`config.mk`:
```
export PLATFORM = sky130hd
export DESIGN_NAME = pulse_width_meter_flat
export DESIGN_NICKNAME = d
export VERILOG_FILES = /design/src/rtl/pulse_width_meter_pkg.sv /design/src/rtl/pulse_width_meter_if.sv /design/src/rtl/pulse_width_meter_pw_out_slot.sv /design/src/rtl/pulse_width_meter.sv /design/src/flat_wrapper.sv
export SDC_FILE = /design/constraint.sdc
export NUM_CORES = 1
export LEC_CHECK = 0
export ABC_AREA = 1
export CAP_MARGIN = 20
export CELL_PAD_IN_SITES_DETAIL_PLACEMENT = 1
export CELL_PAD_IN_SITES_GLOBAL_PLACEMENT = 1
export CORE_ASPECT_RATIO = 0.5
export CORE_MARGIN = 2
export CORE_UTILIZATION = 40
export CTS_BUF_LIST = sky130_fd_sc_hd__clkbuf_8 sky130_fd_sc_hd__clkbuf_16
export DETAILED_ROUTE_END_ITERATION = 7
export PLACE_DENSITY_LB_ADDON = 0.1
export RECOVER_POWER = 50
export SLEW_MARGIN = 40
export SYNTH_ARGS = -nofsm -noshare
export SYNTH_HDL_FRONTEND = slang
export SYNTH_SLANG_ARGS = --single-unit
```
`constraint.sdc`:
```
create_clock -name clk -period 3.9 [get_ports clk]
set_input_delay 0.78 -clock clk [delete_from_list [all_inputs] [get_ports clk]]
set_output_delay 0.78 -clock clk [all_outputs]
set_load 0.02 [all_outputs]
```
`src/rtl/pulse_width_meter_pkg.sv`:
```
// Shared types for the pulse width meter.
//   pw_state_t : measurement FSM state (IDLE, MEASURE)
//   pw_rec_t   : default record layout {width, level, timeout} at the
//                default counter width; the top builds the same layout
//                at its own CNT_W and hands it to the output slot.
package pulse_width_meter_pkg;

   typedef enum logic {
      IDLE    = 1'b0,
      MEASURE = 1'b1
   } pw_state_t;

   localparam int unsigned PW_CNT_W_DEFAULT = 16;

   typedef struct packed {
      logic [PW_CNT_W_DEFAULT-1:0] width;
      logic                        level;
      logic                        timeout;
   } pw_rec_t;

endpackage

```
`src/rtl/pulse_width_meter_if.sv`:
```
// Measurement record channel (valid/ready).
//   meas_valid   : record available (master -> slave)
//   meas_ready   : slave accepts record (slave -> master)
//   meas_width   : segment length in cycles
//   meas_level   : level of the measured segment
//   meas_timeout : record closed by timeout rather than by an edge
interface pulse_width_meter_if #(
   parameter int unsigned CNT_W = 16
);
   logic             meas_valid;
   logic             meas_ready;
   logic [CNT_W-1:0] meas_width;
   logic             meas_level;
   logic             meas_timeout;

   modport master (
      output meas_valid, meas_width, meas_level, meas_timeout,
      input  meas_ready
   );

   modport slave (
      input  meas_valid, meas_width, meas_level, meas_timeout,
      output meas_ready
   );
endinterface

```
`src/rtl/pulse_width_meter_pw_out_slot.sv`:
```
// One-entry valid/ready holding register for measurement records.
//   clk, reset   : clock, synchronous active-high reset
//   load         : a record is offered this cycle
//   rec_in       : the offered record
//   clr_overrun  : clears the sticky overrun flag
//   overrun      : sticky, set when an offered record had to be dropped
//   meas         : record channel (master side)
module pw_out_slot
   import pulse_width_meter_pkg::*;
#(
   parameter type rec_t = pw_rec_t
) (
   input  logic                       clk,
   input  logic                       reset,
   input  logic                       load,
   input  rec_t                       rec_in,
   input  logic                       clr_overrun,
   output logic                       overrun,
   pulse_width_meter_if.master        meas
);

   logic valid_q;
   rec_t rec_q;
   logic accept;
   logic drop;

   // Slot is free when empty or being drained this cycle.
   assign accept = !valid_q || meas.meas_ready;
   assign drop   = load && !accept;

   always_ff @(posedge clk) begin
      if (reset) begin
         valid_q <= 1'b0;
         rec_q   <= '0;
         overrun <= 1'b0;
      end else begin
         if (load && accept) begin
            rec_q   <= rec_in;
            valid_q <= 1'b1;
         end else if (meas.meas_ready) begin
            valid_q <= 1'b0;
         end
         // A drop in the same cycle as a clear keeps the flag set.
         if (drop)
            overrun <= 1'b1;
         else if (clr_overrun)
            overrun <= 1'b0;
      end
   end

   assign meas.meas_valid   = valid_q;
   assign meas.meas_width   = rec_q.width;
   assign meas.meas_level   = rec_q.level;
   assign meas.meas_timeout = rec_q.timeout;

endmodule

```
`src/rtl/pulse_width_meter.sv`:
```
// Measures high/low segment durations from edge pulses and emits one
// record per completed segment.
//   clk, reset   : clock, synchronous active-high reset
//   edge_in      : one-cycle pulse marking a transition
//   level_in     : new level after the transition (aligned with edge_in)
//   meas         : record channel (valid/ready, width/level/timeout)
//   overrun      : sticky record-dropped flag
//   clr_overrun  : clears overrun
module pulse_width_meter
   import pulse_width_meter_pkg::*;
#(
   parameter int unsigned CNT_W   = 16,
   parameter int unsigned TIMEOUT = 50000
) (
   input  logic                clk,
   input  logic                reset,
   input  logic                edge_in,
   input  logic                level_in,
   input  logic                clr_overrun,
   output logic                overrun,
   pulse_width_meter_if.master meas
);

   typedef struct packed {
      logic [CNT_W-1:0] width;
      logic             level;
      logic             timeout;
   } rec_t;

   localparam logic [CNT_W-1:0] TIMEOUT_C = CNT_W'(TIMEOUT);

   pw_state_t        state;
   pw_state_t        state_d;
   logic [CNT_W-1:0] cnt;
   logic [CNT_W-1:0] cnt_d;
   logic             gen;
   rec_t             rec;

   always_ff @(posedge clk) begin
      if (reset) begin
         state <= IDLE;
         cnt   <= '0;
      end else begin
         state <= state_d;
         cnt   <= cnt_d;
      end
   end

   // cnt is bounded by TIMEOUT, so the increment never wraps.
   always_comb begin
      state_d = state;
      cnt_d   = cnt;
      unique case (state)
         IDLE: begin
            if (edge_in) begin
               state_d = MEASURE;
               cnt_d   = CNT_W'(1);
            end
         end
         MEASURE: begin
            if (edge_in)
               cnt_d = CNT_W'(1);
            else if (cnt == TIMEOUT_C)
               state_d = IDLE;
            else
               cnt_d = cnt + CNT_W'(1);
         end
         default: state_d = IDLE;
      endcase
   end

   // An edge on the timeout cycle takes priority and closes normally.
   always_comb begin
      gen = 1'b0;
      rec = '0;
      if (state == MEASURE) begin
         if (edge_in) begin
            gen         = 1'b1;
            rec.width   = cnt;
            rec.level   = ~level_in;
            rec.timeout = 1'b0;
         end else if (cnt == TIMEOUT_C) begin
            gen         = 1'b1;
            rec.width   = TIMEOUT_C;
            rec.level   = level_in;
            rec.timeout = 1'b1;
         end
      end
   end

   pw_out_slot #(
      .rec_t (rec_t)
   ) u_slot (
      .clk         (clk),
      .reset       (reset),
      .load        (gen),
      .rec_in      (rec),
      .clr_overrun (clr_overrun),
      .overrun     (overrun),
      .meas        (meas)
   );

endmodule
```
`src/flat_wrapper.sv`:
```
// flat-port wrapper written by rule: the top's interface ports become plain ports
module pulse_width_meter_flat import pulse_width_meter_pkg::*;
#(
   parameter int unsigned CNT_W   = 16,
   parameter int unsigned TIMEOUT = 50000
)
  (clk, reset, edge_in, level_in, clr_overrun, overrun, meas_meas_valid, meas_meas_width, meas_meas_level, meas_meas_timeout, meas_meas_ready);
  pulse_width_meter_if #(.CNT_W(CNT_W)) meas_i ();
  input  logic clk;
  input  logic reset;
  input  logic edge_in;
  input  logic level_in;
  input  logic clr_overrun;
  output logic overrun;
  output wire logic [$bits(meas_i.meas_valid)-1:0] meas_meas_valid;
  output wire logic [$bits(meas_i.meas_width)-1:0] meas_meas_width;
  output wire logic [$bits(meas_i.meas_level)-1:0] meas_meas_level;
  output wire logic [$bits(meas_i.meas_timeout)-1:0] meas_meas_timeout;
  input wire logic [$bits(meas_i.meas_ready)-1:0] meas_meas_ready;
  assign meas_meas_valid = meas_i.meas_valid;
  assign meas_meas_width = meas_i.meas_width;
  assign meas_meas_level = meas_i.meas_level;
  assign meas_meas_timeout = meas_i.meas_timeout;
  assign meas_i.meas_ready = meas_meas_ready;
  pulse_width_meter #(.CNT_W(CNT_W), .TIMEOUT(TIMEOUT)) u_core (.clk(clk), .reset(reset), .edge_in(edge_in), .level_in(level_in), .clr_overrun(clr_overrun), .overrun(overrun), .meas(meas_i));
endmodule
```
==> results.yml <==
outcome:
  outcome: "complete, no violations"
clock_tree:
  post_cts_buffers: 0
  clock_sinks: 37
  cts_resized: 0
  cts-hold-fix-buffers: 0
  clock-root-buffer: "clkbuf_8"
  numCtsBuffers: 5
  cts_tree: "yes"
  clkTransAtPathRegs_ns: 0.08
  cts_buffer_depth: 2
  clk_latency_ns: 0.30
  cts-htree-levels: 2
timing:
  max_slew_margin: 0.627
  rsz0062_at_grt: "false"
  worstMarginPinSlew_ns: 0.559
  hold_violations: 0
  setup_viol: 0
  clock_skew_ns: 0.0132
  fin_crit_sh: 0.641
  drv_slew: 0
  tns_ns: 0
  period_minus_slack_ns: 2.50
  max_clock_freq_ghz: 0.400
worst_hold_path:
  hold_class: "flop to flop"
  whs_endpoint: "u_core.u_slot.meas.meas_width[14]"
  min_path_cells: 2
  min-delay-start: "u_core.u_slot.meas.meas_width[14]"
power:
  leakagePower_uw: 0.000957
  net-switching-power_uw: 217
  p_seq_frac: 0.469
  p_int_uw: 636
  p_per_area_nw_per_um2: 386
  clkPwrFrac: 0.418
  max-vdd-ir-drop_mv: 0.139
  swShare: 0.254
  comb_power_share: 0.113
yosys:
  yosys.area.top_type: "dfxtp_1"
  synth_xor_area_frac: 0
  synthTopCellsByArea: "dfxtp_1, nand2_1, inv_1"
  seq_area_frac_synth: 0.405
  ys_ff_latch: 37
  syn_inst: 284
  synth_simple_gate_area_share: 0.377
  synth_top_family_by_area: "simple AND/OR/NAND/NOR gates"
  yosys_warnings: 0
  syn-mean-instance-area_um2: 6.44
  synth_compound_area_frac: 0.0835
  muxShareOfSynthArea: 0
  synth_cell_types: 23
  synth_nets: 292
  synth.top_cell.area_share: 0.405
  synth_area_um2: 1830
  yosys.area_share.adder: 0.0137
floorplan:
  die-area_um2: 5160
  core_area_um2: 4400
  rows: 17
  fp.dieW_um: 99.6
  floorplan.initialDensity: 0.415
  fp.dieH_um: 51.8
  ios: 26
setup_path:
  cp_slowest_cell: "nand3_2"
  rrSetupSlack_ns: 1.64
  path_delay_family: "buffers and inverters"
  critical_path.max_stage_delay_ns: 0.50
  reg2reg_to: "u_core.u_slot.meas.meas_width[11]"
  critical_path_arrival_ns: 2.70
  crit_fanout: 29
  ff2ff_path_depth: 11
  path_cells: "clkdlybuf4s50_1 -> buf_4 -> inv_1 -> nand2_1 -> nand3_2 -> a21oi_1 -> nor2_1"
  start_kind: "input port"
  critPathCaptureType: "flop"
  criticalPathCategory: "input port to flop"
  required_ns: 4.10
  worst-path-buf-inv: 3
  r2r-start: "u_core.cnt[0]"
cells_and_area:
  final_util: 0.502
  multi_input_area_um2: 850
  area_growth_syn_to_layout_pct: 20.8
  nets: 317
  regArea_um2: 741
  layout-drive-gt1-share: 0.0516
  num-fill-cells: 604
  finalInstanceArea_um2: 2210
  num_antenna_cells: 0
detailed_routing:
  drc: 0
  ant_nets: 0
  detail_route.wirelength_um: 5040
  via_per_inst: 4.83
  routed-via-count: 1774
  wl_per_cell_um: 13.7
  drtIter0Drc: 48
  first_pass_iters: 4
placement:
  io_buffers: 25
  placed_cell_area_um2: 2110
  dpl.hpwl_um: 3760
  place_congestion: 0.804
grt:
  first_global_vias: 1748
  grtUsageTotal: 0.216
  antenna_found_initial: 0
  grt_max_degree: 30
  grt_pass1_wl_um: 8440
  grt.overflow.total: 0
flow_run:
  cap_violations: 0
-- power groups by stage --
stage / Clock, µW / Combinational (µW) / Sequential, µW
2_1_floorplan: 0 / 52.1 / 420
3_3_place_gp: 0 / 97.5 / 408
3_5_place_dp: 0 / 100 / 409
4_1_cts: 369 / 101 / 400
5_1_grt: 385 / 109 / 402
6_report: 357 / 96.6 / 400
-- layout by cell type, fill, tap and decap left out --
cell             count
nor3_1               6
clkinvlp_4           1
clkinv_1             1
inv_1               42
nand2_1             91
nor3b_1              1
nand3_2              1
nand3_1             14
buf_4                2
nand2_2              1
nor2_1              40
or2_2                2
a21oi_1             26
nand4_1              5
dfxtp_1             37
ha_1                 2
dlygate4sd3_1       12
bufinv_16            1
clkbuf_8             6
o21ai_0              3
nor2_2               2
o21bai_1             1
clkdlybuf4s50_1     13
-- cell type report --
cell class | instances | share of cell area
clock buffers | 6 | 0.0374
clock inverters | 2 | 0.0170
inverters | 43 | 0.0731
multi-input cells | 195 | 0.385
flip-flops and latches | 37 | 0.335
well taps | 57 | 0.0323
repair buffers | 27 | 0.120
-- registers in the layout (all words and copies together), names as in the netlist --
register,cells
u_core.u_slot.meas.meas_valid,1
u_core.state,1
u_core.u_slot.meas.meas_timeout,1
u_core.u_slot.meas.meas_level,1
u_core.cnt,16
u_core.u_slot.meas.meas_width,16
u_core.u_slot.overrun,1
-- per-layer routing --
metal	routed length, µm	vias to the layer above	global-route usage
li1	-	926	-
met1	2680	815	0.298
met2	2150	28	0.334
met3	153	5	0.0484
met4	57	0	0.0822
met5	0	-	0
-- worst register-to-register path, stage by stage (launching register included) --
cell,delay (ns)
dfxtp_1,0.38
inv_1,0.10
ha_1,0.14
nand2_1,0.06
inv_1,0.06
nand2_1,0.05
nor2_1,0.19
nand2_2,0.07
nand2_1,0.21
nand3_2,0.50
a21oi_1,0.34
nor2_1,0.06
-- cells in the mapped netlist (all sizes together) --
cell type and number:
o21ai 3, buf 6, clkbuf 3, a21oi 26
clkinv 1, nand3 15, inv 42, nor2 42
ha 2, nor3 6, or2 2, o21bai 1
nand4 5, nor3b 1, nand2 92, dfxtp 37
-- kinds of logic after synthesis --
kind of cell | after synthesis
buffers and inverters | 52
AOI/OAI and AO/OA | 30
DFF | 37
adders and majority gates | 2
and+or+nand+nor | 163
-- how the worst max path moves through the flow --
| stage | startpoint | endpoint | slack, ns | cells past startpoint |
|---|---|---|---|---|
| after floorplan | edge_in | u_core.cnt[6] | 2.21 | 4 |
| after global placement | edge_in | u_core.u_slot.meas.meas_width[9] | 1.28 | 7 |
| after detailed placement | edge_in | u_core.u_slot.meas.meas_width[12] | 1.22 | 7 |
| after CTS | edge_in | u_core.u_slot.meas.meas_width[12] | 1.55 | 7 |
| after global routing | edge_in | u_core.u_slot.meas.meas_width[11] | 1.17 | 7 |
| final | edge_in | u_core.u_slot.meas.meas_width[11] | 1.40 | 7 |
-- per-stage QoR --
step	total power [µW]	hold WS (ns)	std cells	setup WS (ns)
after floorplan	472	0.465	284	2.21
after global placement	506	0.451	359	1.28
after detailed placement	510	0.459	359	1.22
after CTS	870	0.470	367	1.55
after global routing	895	0.489	367	1.17
final	853	0.466	367	1.40
No activity file was read; power rests on OpenSTA's default activity.
